[src/rtl/axi_mm_read_arbiter.sv]
// Two-client read arbiter in front of an AXI memory-mapped read adapter; one transaction at a time.
// Build option: define AXI_RD_ARB_FIXED_PRIO_EN for fixed client-0 priority instead of round-robin.
module axi_mm_read_arbiter #(
  parameter int AXI_AWIDTH = 32,
  parameter int AXI_DWIDTH = 32
) (
  input  logic                  clk,
  input  logic                  resetn,

  input  logic                  c0_read_request_valid,
  output logic                  c0_read_request_ready,
  input  logic [AXI_AWIDTH-1:0] c0_read_addr,
  input  logic [31:0]           c0_read_len,
  input  logic [2:0]            c0_read_size,
  input  logic [1:0]            c0_read_burst,
  output logic [AXI_DWIDTH-1:0] c0_read_data,
  output logic                  c0_read_data_valid,
  input  logic                  c0_read_data_ready,

  input  logic                  c1_read_request_valid,
  output logic                  c1_read_request_ready,
  input  logic [AXI_AWIDTH-1:0] c1_read_addr,
  input  logic [31:0]           c1_read_len,
  input  logic [2:0]            c1_read_size,
  input  logic [1:0]            c1_read_burst,
  output logic [AXI_DWIDTH-1:0] c1_read_data,
  output logic                  c1_read_data_valid,
  input  logic                  c1_read_data_ready,

  output logic                  core_read_request_valid,
  input  logic                  core_read_request_ready,
  output logic [AXI_AWIDTH-1:0] core_read_addr,
  output logic [31:0]           core_read_len,
  output logic [2:0]            core_read_size,
  output logic [1:0]            core_read_burst,
  input  logic [AXI_DWIDTH-1:0] core_read_data,
  input  logic                  core_read_data_valid,
  output logic                  core_read_data_ready,

  output logic [1:0]            grant,
  output logic                  busy
);

  localparam logic [1:0] ST_IDLE = 2'd0;
  localparam logic [1:0] ST_REQ  = 2'd1;
  localparam logic [1:0] ST_DATA = 2'd2;

  logic [1:0] state_q, state_d;
  logic [1:0] grant_q, grant_d;
  logic       busy_q, busy_d;
  logic [7:0] cnt_q, cnt_d;
  logic [7:0] tgt_q, tgt_d;

  logic       req_any_s;
  logic       win_c1_s;
  logic       sel_c1_s;
  logic       sel_req_valid_s;
  logic       sel_data_ready_s;
  logic [31:0] sel_len_s;
  logic       req_hs_s;
  logic       beat_s;

  assign req_any_s = c0_read_request_valid | c1_read_request_valid;
  assign sel_c1_s  = grant_q[1];

`ifdef AXI_RD_ARB_FIXED_PRIO_EN
  // Winner selection: client 1 only wins when client 0 is not asking.
  always_comb begin
    win_c1_s = c1_read_request_valid & ~c0_read_request_valid;
  end
`else
  logic last_c1_q, last_c1_d;

  // Winner selection: on a tie the client not granted last time wins.
  always_comb begin
    win_c1_s = c1_read_request_valid & (~c0_read_request_valid | ~last_c1_q);
  end

  // Last-granted pointer advances at each arbitration decision.
  always_comb begin
    last_c1_d = last_c1_q;
    if ((state_q == ST_IDLE) && req_any_s) begin
      last_c1_d = win_c1_s;
    end else begin
      last_c1_d = last_c1_q;
    end
  end

  // Pointer register; resets to client 1 so client 0 takes the first tie.
  always_ff @(posedge clk or negedge resetn) begin
    if (!resetn) begin
      last_c1_q <= 1'b1;
    end else begin
      last_c1_q <= last_c1_d;
    end
  end
`endif

  // Request-side mux toward the adapter, driven from the current owner.
  always_comb begin
    sel_req_valid_s  = 1'b0;
    sel_data_ready_s = 1'b0;
    sel_len_s        = 32'd0;
    core_read_addr   = '0;
    core_read_size   = 3'd0;
    core_read_burst  = 2'd0;
    if (sel_c1_s) begin
      sel_req_valid_s  = c1_read_request_valid;
      sel_data_ready_s = c1_read_data_ready;
      sel_len_s        = c1_read_len;
      core_read_addr   = c1_read_addr;
      core_read_size   = c1_read_size;
      core_read_burst  = c1_read_burst;
    end else begin
      sel_req_valid_s  = c0_read_request_valid;
      sel_data_ready_s = c0_read_data_ready;
      sel_len_s        = c0_read_len;
      core_read_addr   = c0_read_addr;
      core_read_size   = c0_read_size;
      core_read_burst  = c0_read_burst;
    end
  end

  assign core_read_len = sel_len_s;

  // Handshake qualifiers and routed ready/valid, all gated by state and owner.
  always_comb begin
    core_read_request_valid = (state_q == ST_REQ) & sel_req_valid_s;
    core_read_data_ready    = (state_q == ST_DATA) & sel_data_ready_s;
    c0_read_request_ready   = (state_q == ST_REQ) & grant_q[0] & core_read_request_ready;
    c1_read_request_ready   = (state_q == ST_REQ) & grant_q[1] & core_read_request_ready;
    c0_read_data_valid      = (state_q == ST_DATA) & grant_q[0] & core_read_data_valid;
    c1_read_data_valid      = (state_q == ST_DATA) & grant_q[1] & core_read_data_valid;
    req_hs_s                = core_read_request_valid & core_read_request_ready;
    beat_s                  = core_read_data_valid & core_read_data_ready;
  end

  // Response data is broadcast; the non-owner's copy is don't-care since its valid stays low.
  assign c0_read_data = core_read_data;
  assign c1_read_data = core_read_data;

  // Transaction sequencing: arbitrate, forward one request, count beats back.
  always_comb begin
    state_d = state_q;
    grant_d = grant_q;
    cnt_d   = cnt_q;
    tgt_d   = tgt_q;
    case (state_q)
      ST_IDLE: begin
        if (req_any_s) begin
          grant_d = win_c1_s ? 2'b10 : 2'b01;
          state_d = ST_REQ;
        end else begin
          grant_d = 2'b00;
          state_d = ST_IDLE;
        end
      end
      ST_REQ: begin
        // A withdrawn request simply leaves us here; the owner is never re-picked.
        if (req_hs_s) begin
          tgt_d   = sel_len_s[7:0];
          cnt_d   = 8'd0;
          state_d = ST_DATA;
        end else begin
          state_d = ST_REQ;
        end
      end
      ST_DATA: begin
        if (beat_s) begin
          if (cnt_q == tgt_q) begin
            state_d = ST_IDLE;
            grant_d = 2'b00;
            cnt_d   = 8'd0;
          end else begin
            cnt_d   = cnt_q + 8'd1;
          end
        end else begin
          state_d = ST_DATA;
        end
      end
      default: begin
        state_d = ST_IDLE;
        grant_d = 2'b00;
        cnt_d   = 8'd0;
        tgt_d   = 8'd0;
      end
    endcase
    busy_d = (state_d != ST_IDLE);
  end

  // Control registers.
  always_ff @(posedge clk or negedge resetn) begin
    if (!resetn) begin
      state_q <= ST_IDLE;
      grant_q <= 2'b00;
      busy_q  <= 1'b0;
      cnt_q   <= 8'd0;
      tgt_q   <= 8'd0;
    end else begin
      state_q <= state_d;
      grant_q <= grant_d;
      busy_q  <= busy_d;
      cnt_q   <= cnt_d;
      tgt_q   <= tgt_d;
    end
  end

  assign grant = grant_q;
  assign busy  = busy_q;

endmodule

[config.mk]
export PLATFORM = sky130hd
export DESIGN_NAME = axi_mm_read_arbiter
export DESIGN_NICKNAME = d
export VERILOG_FILES = /design/src/rtl/axi_mm_read_arbiter.sv
export SDC_FILE = /design/constraint.sdc
export NUM_CORES = 1
export LEC_CHECK = 0
export CAP_MARGIN = 10
export CORE_AREA = 2 2 125 127
export DETAILED_ROUTE_END_ITERATION = 10
export DIE_AREA = 0 0 127 129
export PLACE_DENSITY_LB_ADDON = 0.15
export SYNTH_ARGS = -nofsm -noshare
export SYNTH_HDL_FRONTEND = slang
export SYNTH_SLANG_ARGS = --single-unit
[constraint.sdc]
create_clock -name clk -period 2 [get_ports clk]
set_input_delay 0.2 -clock clk [delete_from_list [all_inputs] [get_ports clk]]
set_output_delay 0.2 -clock clk [all_outputs]
set_load 0.05 [all_outputs]
After elaboration in Yosys (flattened, before gate mapping)
Index checks and enable logic that the tools add are counted.
- register bits after elaboration: 22
- output and inout bits: 142
- add/subtract/negate cells: 1
- equal/unequal tests: 6
- mux-type cells: 22
- bitwise gates (word level): 20
- reduce and logical (&&, ||, !) cells: 7
- operators with widths (operator ; number):
    $mux W32 ; 2
    $mux W8 ; 4
    $pmux W8 S3 ; 1
    $mux W2 ; 8
    $pmux W8 S2 ; 1
    $and A1 B1 Y1 ; 13
    $pmux W2 S3 ; 2
    $add A8 B1 Y8 const B ; 1
    $eq A8 B8 Y1 ; 1
    $reduce_and A3 Y1 ; 2
    $not A1 Y1 ; 5
    $ne A2 B2 Y1 const B ; 2
    $mux W1 ; 3
    $mux W3 ; 1
    $eq A2 B1 Y1 const B ; 1
    $eq A2 B2 Y1 const B ; 1
    $logic_not A2 Y1 ; 1
    $ne A2 B1 Y1 const B ; 1
    $or A1 B1 Y1 ; 2
    $reduce_and A2 Y1 ; 1
    $reduce_bool A2 Y1 ; 1
    $reduce_or A2 Y1 ; 1
    $logic_and A1 B1 Y1 ; 1

Depth between registers and ports, before layout
Gate-level depths: netlist of the first run.
- depth in word-level cells: 6
- depth in mapped cells: 7
- gate-level depth less buffers: 6

Worst setup path before layout of the first run
OpenSTA, ideal clock, no wires.
- path kind: register -> output
- from: register grant_q[1] (netlist: grant[1])
- to: output core_read_addr[0]
- arrival: 1745 ps
- required time: 1800 ps
- slack: 55 ps
- cell stages (with the launch flop): 5
- path buffers: 3
- cells stage by stage: dfrtp_1 buf_6 buf_2 buf_2 mux2_2
- longest elaborated chain between the ends: 1
- RTL lines (what ; RTL line ; text):
    start: declaration ; 49 ; logic [1:0] grant_q, grant_d;
    start signal: assignment ; 201 ; grant_q <= grant_d;
    $mux W32 ; 107 ; if (sel_c1_s) begin
    end: declaration ; 32 ; output logic [AXI_AWIDTH-1:0] core_read_addr,
Every way passes these cells.

Final worst setup path of the first run
- from: register grant_q[1] (netlist: grant[1])
- to: output core_read_addr[5]
The elaborated chain is that of the path after synthesis.

==> flow_summary.toml, run 1 <==
[clock_network]
cts_tree = "done"
clk_path_buf_depth = 2
cts_buffers = 3
clkTransAtPathRegs_ps = 60
cts_root_buffer = "clkbuf_16"
clock-sinks = 22
htree_levels = 1
cts-hold-fix-buffers = 0
insertion_delay_ps = 260

[synthesis]
yosys.cell_types.count = 38
ys.flop_type = "dfrtp_1"
synth_area_sq_mm = 0.00253
synth_top_area_share = 0.307
yosysSeqAreaShare = 0.218
synth_warnings = 0
ys_ff_latch = 22
syn_avg_cell_area_sq_um = 9.73
synth_edf_count = 0
yosysTopAreaCell = "mux2_2"
async_flop_share = 1.00
netlist_instances = 260
synth_nets = 439
netlist_top_cells_area = "mux2_2 31%, dfrtp_1 21%, buf_4 19%"

[worst_setup_path]
arrival_ps = 1690
critPathBufInv = 2
rr_endpoint = "tgt_q[4]$_DFFE_PN0P_"
worstSetupStartpointType = "flip-flop"
reg2reg_from = "grant[1]$_DFFE_PN0P_"
worstSetupEndpointType = "output pin"
cp_max_fo = 43
reg2reg_slack_ps = 390
slowest_stage = "dfrtp_4"
cpPeakStageDelay_ps = 570
worstPathCellList = "buf_12 > mux2_2 > buf_4"
cp_top_family = "flip-flops"
r2r_cells = 4
criticalPathCategory = "flip-flop to output pin"
cp.required_ps = 1800

[floorplan]
dieHeight_um = 129
die_area_sq_mm = 0.0164
rows = 45
io_pins = 320
start_util = 0.169
core_area_sq_mm = 0.0150
die_x_um = 127

[sta]
final-hold-violation-count = 0
worstMarginPinSlew_ps = 520
tns_ps = 0
rsz0062_at_grt = "no"
clock.fmax_mhz = 529
setup_viol = 0
max_slew_margin = 0.652
fin_crit_ps = 1890
fin_skew_ps = 5.67
slew_violations = 0
period_share = 0.945

[global_route]
grt_pass1_wl_um = 17400
antenna_found_initial = 2
grt.overflow.total = 0
grt_use_total = 0.146
grt_max_degree = 44
grt_pass1_vias = 2646

[routing]
wirelength_um = 12600
dr.pass1.iters = 4
wl_per_cell_um = 20.8
via_count = 2493
drtIter0Drc = 43
drc = 0
antenna_left = 0
vias_per_cell = 4.09

[power_and_ir_drop]
power_density_mw_per_mm2 = 940
ir_drop_mv = 0.356
p_leak_nw = 1.81

[placed_design]
dp_hpwl_um = 10900
port_buffers = 223
place_congestion = 0.823
place_area_sq_mm = 0.00446

[status]
run_status = "complete, no violations"

[cells_and_area]
final_area_sq_mm = 0.00454
fillers = 1567
syn_to_final_growth_pct = 79.6
utilization = 0.303
layout-drive-gt1-share = 0.402
nets = 600

[run]
cap_violations = 0

[hold_path]
hold_path.class = "input pin to async pin"
[per-layer routing]
metal	global-route usage	vias to the layer above	share of wire
met2	0.250	145	0.47
met3	0.0532	13	0.097
li1	-	1186	-
met5	0	-	0.0018
met1	0.177	1145	0.42
met4	0.0304	4	0.014
[synth_stat cells, types with 2 or more instances]
cell type,number
o31ai_1,5
mux2_2,69
o21ai_1,4
nand2_1,11
nor2b_1,5
xnor2_1,8
o22ai_1,2
buf_2,11
a21oi_1,3
a32o_1,7
a2bb2oi_1,4
nand3_1,4
inv_1,3
nor2_1,4
nor3_1,2
buf_4,65
nand4_1,2
o2bb2ai_1,2
dfrtp_1,21
and3_1,6
a31oi_1,4
buf_6,2
[cells by family after synthesis]
logic type               count (synthesis)  share of synthesized area
adder cells (fa/ha/maj)                  1                    0.00494
multiplexers                            71                      0.317
AND/OR/NAND/NOR                         40                     0.0875
flip-flops                              22                      0.218
AO/OA/AOI/OAI                           37                      0.117
buffers and inverters                   81                      0.228
XOR/XNOR                                 8                     0.0277
[layout by cell type, fill, tap and decap left out, types with 2 or more instances in the layout]
cell type        count
o22ai_1              2
clkbuf_16            3
buf_12              11
xnor2_1              8
inv_1                3
mux2_2              69
nor2b_1              5
a32o_1               7
nor3_1               2
a2bb2oi_1            4
buf_4               77
clkdlybuf4s50_1    146
o2bb2ai_1            2
o31ai_1              5
and3_1               6
nand2_1             11
o21ai_1              4
nand3_1              4
a21oi_1              3
nor2_1               4
nand4_1              2
a31oi_1              4
dfrtp_1             20
[where the power goes]
group          switching [mW]  internal [mW]  total (mW)  leakage, nW
clock network           0.160          0.272       0.432       0.0382
logic                    1.76           1.31        3.07         1.49
registers               0.177          0.595       0.773        0.286
[through the flow]
stage	setup slack (ps)	power (mW)	std cells	hold slack, ps
global placement	278	3.87	604	401
finish	110	4.27	609	296
detailed placement	240	3.88	604	401
CTS	18.9	4.33	608	306
global route	33.6	4.50	608	323
floorplan	54.9	3.05	260	-95.6
[worst max-delay path by stage]
stage,startpoint,endpoint,slack [ps],cells past startpoint
2_1_floorplan,grant[1]$_DFFE_PN0P_,core_read_addr[0],50,4
3_3_place_gp,c0_read_request_valid,tgt_q[1]$_DFFE_PN0P_,280,5
3_5_place_dp,c0_read_request_valid,tgt_q[4]$_DFFE_PN0P_,240,5
4_1_cts,grant[1]$_DFFE_PN0P_,core_read_len[23],20,3
5_1_grt,grant[1]$_DFFE_PN0P_,core_read_addr[1],30,3
6_report,grant[1]$_DFFE_PN0P_,core_read_addr[5],110,3
[what timing repair did]
item / in CTS / in global routing
setup buffers: 0 / 0
setup endpoints to repair: 0 / 43
endpoints found under the hold margin: 0 / 0
resized for setup: 0 / 1
[cell type report]
type                       count  area [sq um]  area share
inverter                       3          11.3     0.00248
tap                          188           235      0.0518
sequential                    22           556       0.122
timing repair buffer         234          2260       0.497
clock buffer                   4          78.8      0.0173
antenna                        1          2.50    0.000551
multi-input combinational    157          1400       0.308
[flip-flops by register name, summed over array words and instances, names as in the netlist]
register,cells
grant,2
cnt_q,8
busy,1
tgt_q,8
last_c1_q,1
state_q,2
Note: power is estimated with default switching activity, not from simulation.
==> run 2, diff against run 1 <==
--- a/config.mk
+++ b/config.mk
@@ -10,6 +10,8 @@
 export DETAILED_ROUTE_END_ITERATION = 10
 export DIE_AREA = 0 0 127 129
 export PLACE_DENSITY_LB_ADDON = 0.15
+export REMOVE_ABC_BUFFERS = 1
+export SKIP_LAST_GASP = 1
 export SYNTH_ARGS = -nofsm -noshare
 export SYNTH_HDL_FRONTEND = slang
 export SYNTH_SLANG_ARGS = --single-unit
==> run 2 against run 1 <==
Compared with the run above:
- sequential share of layout area is 0.67 points lower
- maximum frequency up 3.0%
- combinational power increased by 11%
- sequential power down 3.9%
- power rose by 10%
- largest cell class unchanged
==> flow_summary.toml, run 2 (synthesized netlist as in run 1, its figures left out) <==
[sta]
clock.fmax_mhz = 545
worstMarginPinSlew_ps = 509
fin_skew_ps = 4.03
rsz0062_at_grt = "no"
max_slew_margin = 0.660
final-hold-violation-count = 0
period_share = 0.918
fin_crit_ps = 1840
setup_viol = 0
slew_violations = 0
fin_ws_ps = 165
whs_ps = 309

[routing]
wirelength_um = 19200
wl_per_cell_um = 31.4
drtIter0Drc = 141
drc = 0
via_count = 2660
antenna_left = 0
dr.pass1.iters = 4
vias_per_cell = 4.35

[worst_setup_path]
slowest_stage = "dfrtp_4"
cpPeakStageDelay_ps = 510
r2r_cells = 6
worstSetupStartpointType = "flip-flop"
crit_path_end = "core_read_len[3]"
cp-startpoint = "grant[1]$_DFFE_PN0P_"
cp_max_fo = 24
reg2reg_slack_ps = 260
rr_endpoint = "cnt_q[5]$_DFFE_PN0P_"
reg2reg_from = "cnt_q[4]$_DFFE_PN0P_"
criticalPathCategory = "flip-flop to output pin"
arrival_ps = 1640
cp.required_ps = 1800
worstSetupEndpointType = "output pin"
worstPathCellList = "buf_12 > mux2_2 > buf_4"

[power_and_ir_drop]
power_density_mw_per_mm2 = 979
p_leak_nw = 1.92
ir_drop_mv = 0.423

[placed_design]
place_congestion = 0.901
place_ws_ps = 119
port_buffers = 223
dp_hpwl_um = 17500
place_area_sq_mm = 0.00470

[hold_path]
hold_path.class = "input pin to async pin"

[floorplan]
die_area_sq_mm = 0.0164
die_x_um = 127
core_area_sq_mm = 0.0150
io_pins = 320
dieHeight_um = 129
rows = 45
start_util = 0.169

[clock_network]
cts_tree = "done"
post_cts_buffers = 0
cts_buffers = 3
clkTransAtPathRegs_ps = 60
cts_root_buffer = "clkbuf_16"
clk_path_buf_depth = 2
insertion_delay_ps = 260
htree_levels = 1
clock-sinks = 22

[cells_and_area]
layout_common_cells = "147 x clkdlybuf4s50_1, 69 x mux2_2, 62 x buf_4, 28 x buf_12, 20 x dfrtp_1"
nets = 603
top_regs = "cnt_q x8, tgt_q x8"
seq_area_sq_um = 556
num_antenna_cells = 0
final_area_sq_mm = 0.00481
final_common_cell = "clkdlybuf4s50_1"
multi_input_area_sq_mm = 0.00141
fillers = 1599
syn_to_final_growth_pct = 90.1
layout-drive-gt1-share = 0.409

[status]
run_status = "complete, no violations"

[global_route]
grt_pass1_wl_um = 24800
grt_pass1_vias = 2877
grt_use_total = 0.227
grt_util_met1 = 0.199
antenna_found_initial = 0
use_met3 = 0.196
use_met2 = 0.406
grt.overflow.total = 0
gr-max-usage-layer = "met2"
grt_max_degree = 35

[run]
cap_violations = 0
## run 2: layout make-up
class                           instances  area share
Timing Repair Buffer                  237       0.519
Sequential cell                        22       0.116
Inverter                                3     0.00234
Clock buffer                            3      0.0156
Clock inverter                          1     0.00624
Multi-Input combinational cell        157       0.292
Tap cell                              188      0.0489
## run 2: how the worst min path moves through the flow
| stage | to | slack (ps) | startpoint |
|---|---|---|---|
| 2_1_floorplan | busy$_DFF_PN0_ | -100 | resetn |
| 3_5_place_dp | c1_read_data[23] | 400 | core_read_data[23] |
| 6_report | cnt_q[4]$_DFFE_PN0P_ | 310 | resetn |
| 3_3_place_gp | c1_read_data[23] | 400 | core_read_data[23] |
| 5_1_grt | cnt_q[4]$_DFFE_PN0P_ | 360 | resetn |
| 4_1_cts | cnt_q[4]$_DFFE_PN0P_ | 330 | resetn |
## run 2: timing repair
item | in CTS | in global routing
hold buffers | 0 | 0
endpoints found under the setup margin | 0 | 4
resized for setup | 0 | 1
## run 2: per-stage QoR
step	std cells	power (mW)	utilization	TNS, ps
final	611	4.71	0.321	0
after global routing	611	4.93	0.321	0
after CTS	611	4.74	0.321	0
after detailed placement	607	4.15	0.314	0
after global placement	607	4.15	0.314	0
after floorplan	182	2.65	-	-94110
## run 2: report_power, final
| group | switching [mW] | internal [mW] | leakage, nW | total [mW] |
|---|---|---|---|---|
| combinational | 1.93 | 1.48 | 1.58 | 3.41 |
| clock | 0.162 | 0.397 | 0.0511 | 0.559 |
| sequential | 0.147 | 0.596 | 0.286 | 0.743 |
| total | 2.24 | 2.47 | 1.92 | 4.71 |
## run 2: worst max-delay path, delay by kind of cell, from the launching register on
family / cells / cell delay (ps)
buffers and inverters: 2 / 420
multiplexers: 1 / 430
flip-flops: 1 / 510
## run 2: metal layers
| layer | part of all wire | up-vias | wire, um |
|---|---|---|---|
| met5 | 0 | - | 0 |
| met4 | 0.017 | 0 | 324 |
| met3 | 0.20 | 22 | 3810 |
| met2 | 0.48 | 253 | 9270 |
| met1 | 0.30 | 1189 | 5800 |
| li1 | - | 1196 | - |
